===== config.mk =====
export PLATFORM = sky130hd
export DESIGN_NAME = frame_mem_arbiter
export DESIGN_NICKNAME = d
export VERILOG_FILES = /design/src/rtl/frame_mem_arbiter.sv
export SDC_FILE = /design/constraint.sdc
export NUM_CORES = 1
export LEC_CHECK = 0
export ABC_AREA = 1
export CAP_MARGIN = 20
export CORE_MARGIN = 2
export CORE_UTILIZATION = 38
export CTS_CLUSTER_DIAMETER = 50
export CTS_CLUSTER_SIZE = 20
export DETAILED_ROUTE_END_ITERATION = 16
export MAX_ROUTING_LAYER = met4
export PLACE_DENSITY_LB_ADDON = 0.15
export RECOVER_POWER = 25
export SYNTH_ARGS = -nofsm -noshare
export SYNTH_HDL_FRONTEND = slang
export SYNTH_SLANG_ARGS = --single-unit

===== constraint.sdc =====
create_clock -name clk -period 1.08 [get_ports clk]
set_input_delay 0.216 -clock clk [delete_from_list [all_inputs] [get_ports clk]]
set_output_delay 0.216 -clock clk [all_outputs]
set_load 0.01 [all_outputs]

===== src/rtl/frame_mem_arbiter.sv =====
// Arbiter for the single-port frame memory: VGA reads have fixed priority and the processing core gets the free cycles.
// Read data returns to its owner with constant latency. Optional macro STARVE_GUARD_EN bounds how long the core can wait.
module frame_mem_arbiter #(
  parameter int ADDR_W     = 18,
  parameter int DATA_W     = 8,
  parameter int IMG_PIXELS = 90000,
  parameter int RD_LAT     = 1,
  parameter int STARVE_MAX = 16
) (
  input  logic              clk,
  input  logic              rst,
  input  logic              vga_req,
  input  logic [ADDR_W-1:0] vga_addr,
  output logic [DATA_W-1:0] vga_data,
  output logic              vga_valid,
  input  logic              proc_req,
  input  logic              proc_we,
  input  logic [ADDR_W-1:0] proc_addr,
  input  logic [DATA_W-1:0] proc_wdata,
  output logic              proc_gnt,
  output logic [DATA_W-1:0] proc_rdata,
  output logic              proc_rvalid,
  output logic              proc_err,
  output logic              vga_stall,
  output logic              mem_en,
  output logic              mem_we,
  output logic [ADDR_W-1:0] mem_addr,
  output logic [DATA_W-1:0] mem_wdata,
  input  logic [DATA_W-1:0] mem_rdata
);

  localparam logic [ADDR_W-1:0] LIMIT = ADDR_W'(IMG_PIXELS);

  if (RD_LAT < 1 || RD_LAT > 4 || STARVE_MAX < 1) begin : g_param_check
    $error("frame_mem_arbiter: RD_LAT must be 1..4 and STARVE_MAX at least 1");
  end

  typedef struct packed {
    logic valid;
    logic owner;  // 0 = VGA, 1 = processing core
    logic oob;
  } tag_t;

  logic vga_oob, proc_oob, sel_oob;
  logic starve, vga_win;
  tag_t tag_reg [RD_LAT+1];
  tag_t tag_next;
  tag_t head;

  assign vga_oob  = (vga_addr >= LIMIT);
  assign proc_oob = (proc_addr >= LIMIT);

`ifdef STARVE_GUARD_EN
  localparam int WAIT_W = $clog2(STARVE_MAX + 1);
  logic [WAIT_W-1:0] wait_cnt_reg;

  // Saturating count of cycles the core has been kept waiting.
  always_ff @(posedge clk) begin
    if (rst)
      wait_cnt_reg <= '0;
    else if (proc_gnt)
      wait_cnt_reg <= '0;
    else if (proc_req && wait_cnt_reg != WAIT_W'(STARVE_MAX))
      wait_cnt_reg <= wait_cnt_reg + 1'b1;
  end

  assign starve    = proc_req && (wait_cnt_reg == WAIT_W'(STARVE_MAX));
  assign vga_stall = vga_req & starve;
`else
  assign starve    = 1'b0;
  assign vga_stall = 1'b0;
`endif

  assign vga_win  = vga_req & ~starve;
  assign proc_gnt = proc_req & ~vga_win;
  assign sel_oob  = vga_win ? vga_oob : proc_oob;

  // OOB reads still take a tag slot so the return latency never changes.
  always_comb begin
    tag_next       = '0;
    tag_next.valid = vga_win | (proc_gnt & ~proc_we);
    tag_next.owner = ~vga_win;
    tag_next.oob   = sel_oob;
  end

  assign head = tag_reg[RD_LAT];

  always_ff @(posedge clk) begin
    if (rst) begin
      mem_en      <= 1'b0;
      mem_we      <= 1'b0;
      mem_addr    <= '0;
      mem_wdata   <= '0;
      vga_valid   <= 1'b0;
      vga_data    <= '0;
      proc_rvalid <= 1'b0;
      proc_rdata  <= '0;
      proc_err    <= 1'b0;
      for (int i = 0; i <= RD_LAT; i++)
        tag_reg[i] <= '0;
    end else begin
      mem_en    <= (vga_win | proc_gnt) & ~sel_oob;
      mem_we    <= proc_gnt & proc_we & ~sel_oob;
      mem_addr  <= vga_win ? vga_addr : proc_addr;
      mem_wdata <= proc_wdata;

      tag_reg[0] <= tag_next;
      for (int i = 1; i <= RD_LAT; i++)
        tag_reg[i] <= tag_reg[i-1];

      vga_valid   <= head.valid & ~head.owner;
      proc_rvalid <= head.valid & head.owner;
      if (head.valid && !head.owner)
        vga_data <= head.oob ? '0 : mem_rdata;
      if (head.valid && head.owner)
        proc_rdata <= head.oob ? '0 : mem_rdata;
      // Dropped writes flag immediately; dropped reads flag alongside their rvalid.
      proc_err <= (proc_gnt & proc_we & proc_oob) | (head.valid & head.owner & head.oob);
    end
  end

endmodule


* After elaboration in Yosys (flattened, before gate mapping)
Memory sizes are Yosys's and may differ from the RTL's. Index checks and enable logic that the tools add are counted. W data, S select, Z words.
Storage, ports and cells: register bits 47, bits in latches 0, RAM bits 6, bits in read-only memories 0, bits of input ports 57, output and inout port bits 49, word-level logic and storage cells 41, memories 1
Cells by class: $add $sub $neg 0, multipliers 0, divide/modulo/power cells 0, magnitude comparators 2, equal/unequal tests 0, shift-type cells 0, mux-type cells 8, bitwise operators 18, reduce and logical (&&, ||, !) cells 3
Memory list:
- tag_reg | depth 2, bits a word 3, read ports 2, clocked after memory_dff 0, wr ports 2, RTL line 46 | tag_t tag_reg [RD_LAT+1];
Operators with widths (count):
- $ge A18 B17 Y1 const B | 2
- $mux W18 | 1
- $and A1 B1 Y1 | 9
- $mux W8 | 1
- $mux W3 | 2
- $or A1 B1 Y1 | 5
- $mux W1 | 4
- $not A1 Y1 | 4
- $logic_and A1 B1 Y1 | 2
- $logic_not A1 Y1 | 1

* Depth between registers and ports, before layout
word-level depth 5, gate-level depth with buffers 8, mapped depth without buffers 8

* Worst setup path after synthesis
No wires, ideal clock.
path kind reg-to-reg, from memory tag_reg[0][4] (netlist bit), to register proc_rdata[3], library setup time 119 ps, data arrival time 826 ps, data required time 961 ps, slack 135 ps, cell stages (with the launch flop) 6, buffers on the path 1, clock period less this slack 945 ps, cells stage by stage dfxtp_1 > nand2_1 > inv_1 > buf_4 > o21ai_0 > a21oi_1
RTL lines:
- start: declaration | RTL line 46
- end signal: assignment | RTL line 116 | proc_rdata <= head.oob ? '0 : mem_rdata;
- end: declaration | RTL line 21 | output logic [DATA_W-1:0] proc_rdata,

* Worst setup path after layout
from register mem_addr[4], to output mem_addr[4]
RTL lines:
- start: declaration | RTL line 27 | output logic [ADDR_W-1:0] mem_addr,
- start signal: assignment | RTL line 104 | mem_addr <= vga_win ? vga_addr : proc_addr;
No word-level cell between the ends.

==> impl_metrics.py <==
metrics = {
    "clocking": {
        "tritoncts": "yes",
        "clockBufferDepth": 2,
        "clock-sinks": 53,
        "ctsHtreeMaxLevel": 2,
        "cts_made_buffers": 5,
        "path_clk_slew_ns": 0.09,
        "cts_hold_buf": 0,
        "root_buffer": "clkbuf_8",
        "worstSkewPairLatency_ns": 0.30,
    },
    "grt": {
        "grt_pass1_wl_um": 8050,
        "grt_overflow": 0,
        "grt_max_degree": 21,
        "grtUsageTotal_pct": 19.3,
        "antenna_found_initial": 0,
        "first_global_vias": 1887,
    },
    "critical_path": {
        "worst_r2r_path_depth": 4,
        "path_depth": 1,
        "crit_start": "mem_addr[4]",
        "cp-start-kind": "flip-flop",
        "r2r-start": "tag_reg[0][4]",
        "worstReg2RegEnd": "proc_rdata[0]",
        "required_ns": 0.86,
        "crit_buf_inv": 1,
        "r2r_slack_ns": 0.14,
        "endpoint_kind": "output pin",
        "arrival_ns": 0.84,
        "slowest_delay_ns": 0.32,
        "path_delay_family": "flip-flops",
        "path_cells": "clkdlybuf4s15_2",
        "path_class": "reg -> out",
        "setup.worst_path.end": "mem_addr[4]",
        "crit_path_top_delay_cell": "dfxtp_1",
        "critPathMaxFanout": 1,
    },
    "synth": {
        "yosys.area.top_type": "dfxtp_1",
        "synthCells": 253,
        "async_reset_ff_share_pct": 0,
        "synth_top_area_share_pct": 55.4,
        "synth.area.top_cells": "dfxtp_1, nor2_1, o21ai_0",
        "yosysWarnings": 0,
        "synth_cell_types": 18,
        "ys.flop_type": "dfxtp_1",
        "syn_area_mm2": 0.00192,
        "synth_most_common_cell": "nor2_1",
        "synthTopCellsByCount": "nor2_1, dfxtp_1, inv_1, o21ai_0, nand2_1",
        "synth_area_per_cell_um2": 7.58,
        "syn_nets": 310,
        "ys_seq_elements": 53,
        "synth_edf_count": 0,
        "ys_seq_area_share_pct": 55.4,
    },
    "routing": {
        "drc": 0,
        "wl_per_cell_um": 11.6,
        "via_per_inst": 4.54,
        "drtAntennaViolNets": 0,
        "num_vias": 1997,
        "wl_um": 5080,
        "firstDrtPassIters": 4,
        "dr.first_iter.drc_count": 83,
    },
    "die": {
        "row_count": 25,
        "fp.coreArea_mm2": 0.00479,
        "die_area_mm2": 0.00563,
        "fp.dieW_um": 75.0,
        "start_util_pct": 40.1,
        "dieHeight_um": 75.0,
        "ios": 106,
    },
    "sta": {
        "rsz0062_at_grt": "false",
        "drv_slew": 0,
        "finalSetupViolCount": 0,
        "fmax_mhz": 951,
        "setup_ws_ns": 0.0284,
        "hold_viol": 0,
        "finClkSkew_ns": 0.00152,
        "period_share_pct": 97.4,
        "fin_setup_tns_ns": 0,
        "finalCriticalPeriod_ns": 1.05,
    },
    "final_layout": {
        "n_antenna_cell": 0,
        "largest_register_ffs": 18,
        "syn2layout_area_growth_pct": 61.2,
        "final_cells": 440,
        "drive_above_1_share_pct": 30.6,
        "top_register": "mem_addr",
        "fin_nets": 429,
        "stdcell_area_mm2": 0.00309,
    },
    "power": {
        "leakage_uw": 0.00158,
        "share_seq_of_total_power_pct": 50.9,
        "combPwrFrac_pct": 15.5,
        "finalPower_uw": 4110,
        "p_clk_share_pct": 33.6,
        "switchingPower_uw": 951,
        "swShare_pct": 23.1,
        "ir_worst_vdd_mv": 0.655,
        "power_density_mw_per_mm2": 1330,
        "power.internal_uw": 3160,
    },
    "placed_design": {
        "dpl_worst_slack_ns": -0.491,
        "dpl-instance-area_mm2": 0.00312,
        "placed_cells_incl_taps": 428,
        "dpl.hpwl_um": 3680,
        "numPortBuffers": 104,
        "gp_congestion": 0.845,
    },
    "status": {
        "status": "completed",
    },
    "hold_path": {
        "hold_path.class": "in -> reg",
        "hp-start": "proc_addr[11]",
    },
    "flow_run": {
        "maxCapViolCount": 0,
    },
}
[placed cells by master, fill, tap and decap left out]
master / count
nor2_1: 58
clkdlybuf4s50_1: 43
buf_2: 41
dfxtp_1: 31
o21ai_0: 30
inv_1: 28
nand2_1: 27
a21oi_1: 22
dfxtp_2: 22
buf_4: 17
dlymetal6s2s_1: 9
nor2_2: 6
clkbuf_8: 6
clkbuf_2: 6
inv_2: 5
nand3_1: 4
dlygate4sd2_1: 4
a21oi_2: 3
clkbuf_4: 2
nand3_2: 1
nor3_2: 1
nand4_1: 1
nand2_2: 1
conb_1: 1
bufinv_16: 1
clkbuf_1: 1
clkdlybuf4s15_2: 1
buf_6: 1
[what timing repair did]
item,4_1_cts,5_1_grt
setup buffers,1,3
endpoints found under the setup margin,51,52
endpoints found under the hold margin,0,0
pin swaps,3,9
gates resized for setup,167,66
[power groups by stage]
stage	Combinational, uW	Clock [uW]	Sequential [uW]
finish	637	1380	2090
global route	706	1500	2100
CTS	678	1430	2090
detailed placement	712	0	2130
global placement	707	0	2130
floorplan	195	0	2180
[through the flow]
stage               hold slack, ns  utilization [%]
floorplan                    0.300                -
global placement             0.390             65.1
detailed placement           0.392             65.1
CTS                          0.344             67.9
global route                 0.214             64.6
finish                       0.202             64.6
[layer usage]
metal  GRT usage (%)  share of wire, %
met1            23.6                44
met2            30.8                47
met3            4.95               7.5
met4            7.14               1.2
met5               -                 0
[cell families after synthesis]
kind of cell    synth area share, %
simple gates                   20.6
compound gates                 14.4
flops                          55.4
buf+inv                        9.53
other cells                   0.196
[cell type report]
class	instances	area, um^2
flip-flops and latches	53	1090
inverters	33	124
well taps	67	83.8
fillers	460	1700
repair buffers	124	978
multi-input cells	155	699
clock inverters	1	30.0
clock buffers	7	86.3
[worst min-delay path by stage]
stage,to,slack (ns),cells past startpoint
final,mem_addr[11],0.20,3
after global routing,mem_addr[10],0.21,3
after CTS,mem_addr[15],0.34,3
after detailed placement,tag_reg[0][4],0.39,2
after global placement,tag_reg[0][5],0.39,2
after floorplan,proc_rvalid,0.30,1
Power figures use the tool's default switching activity.
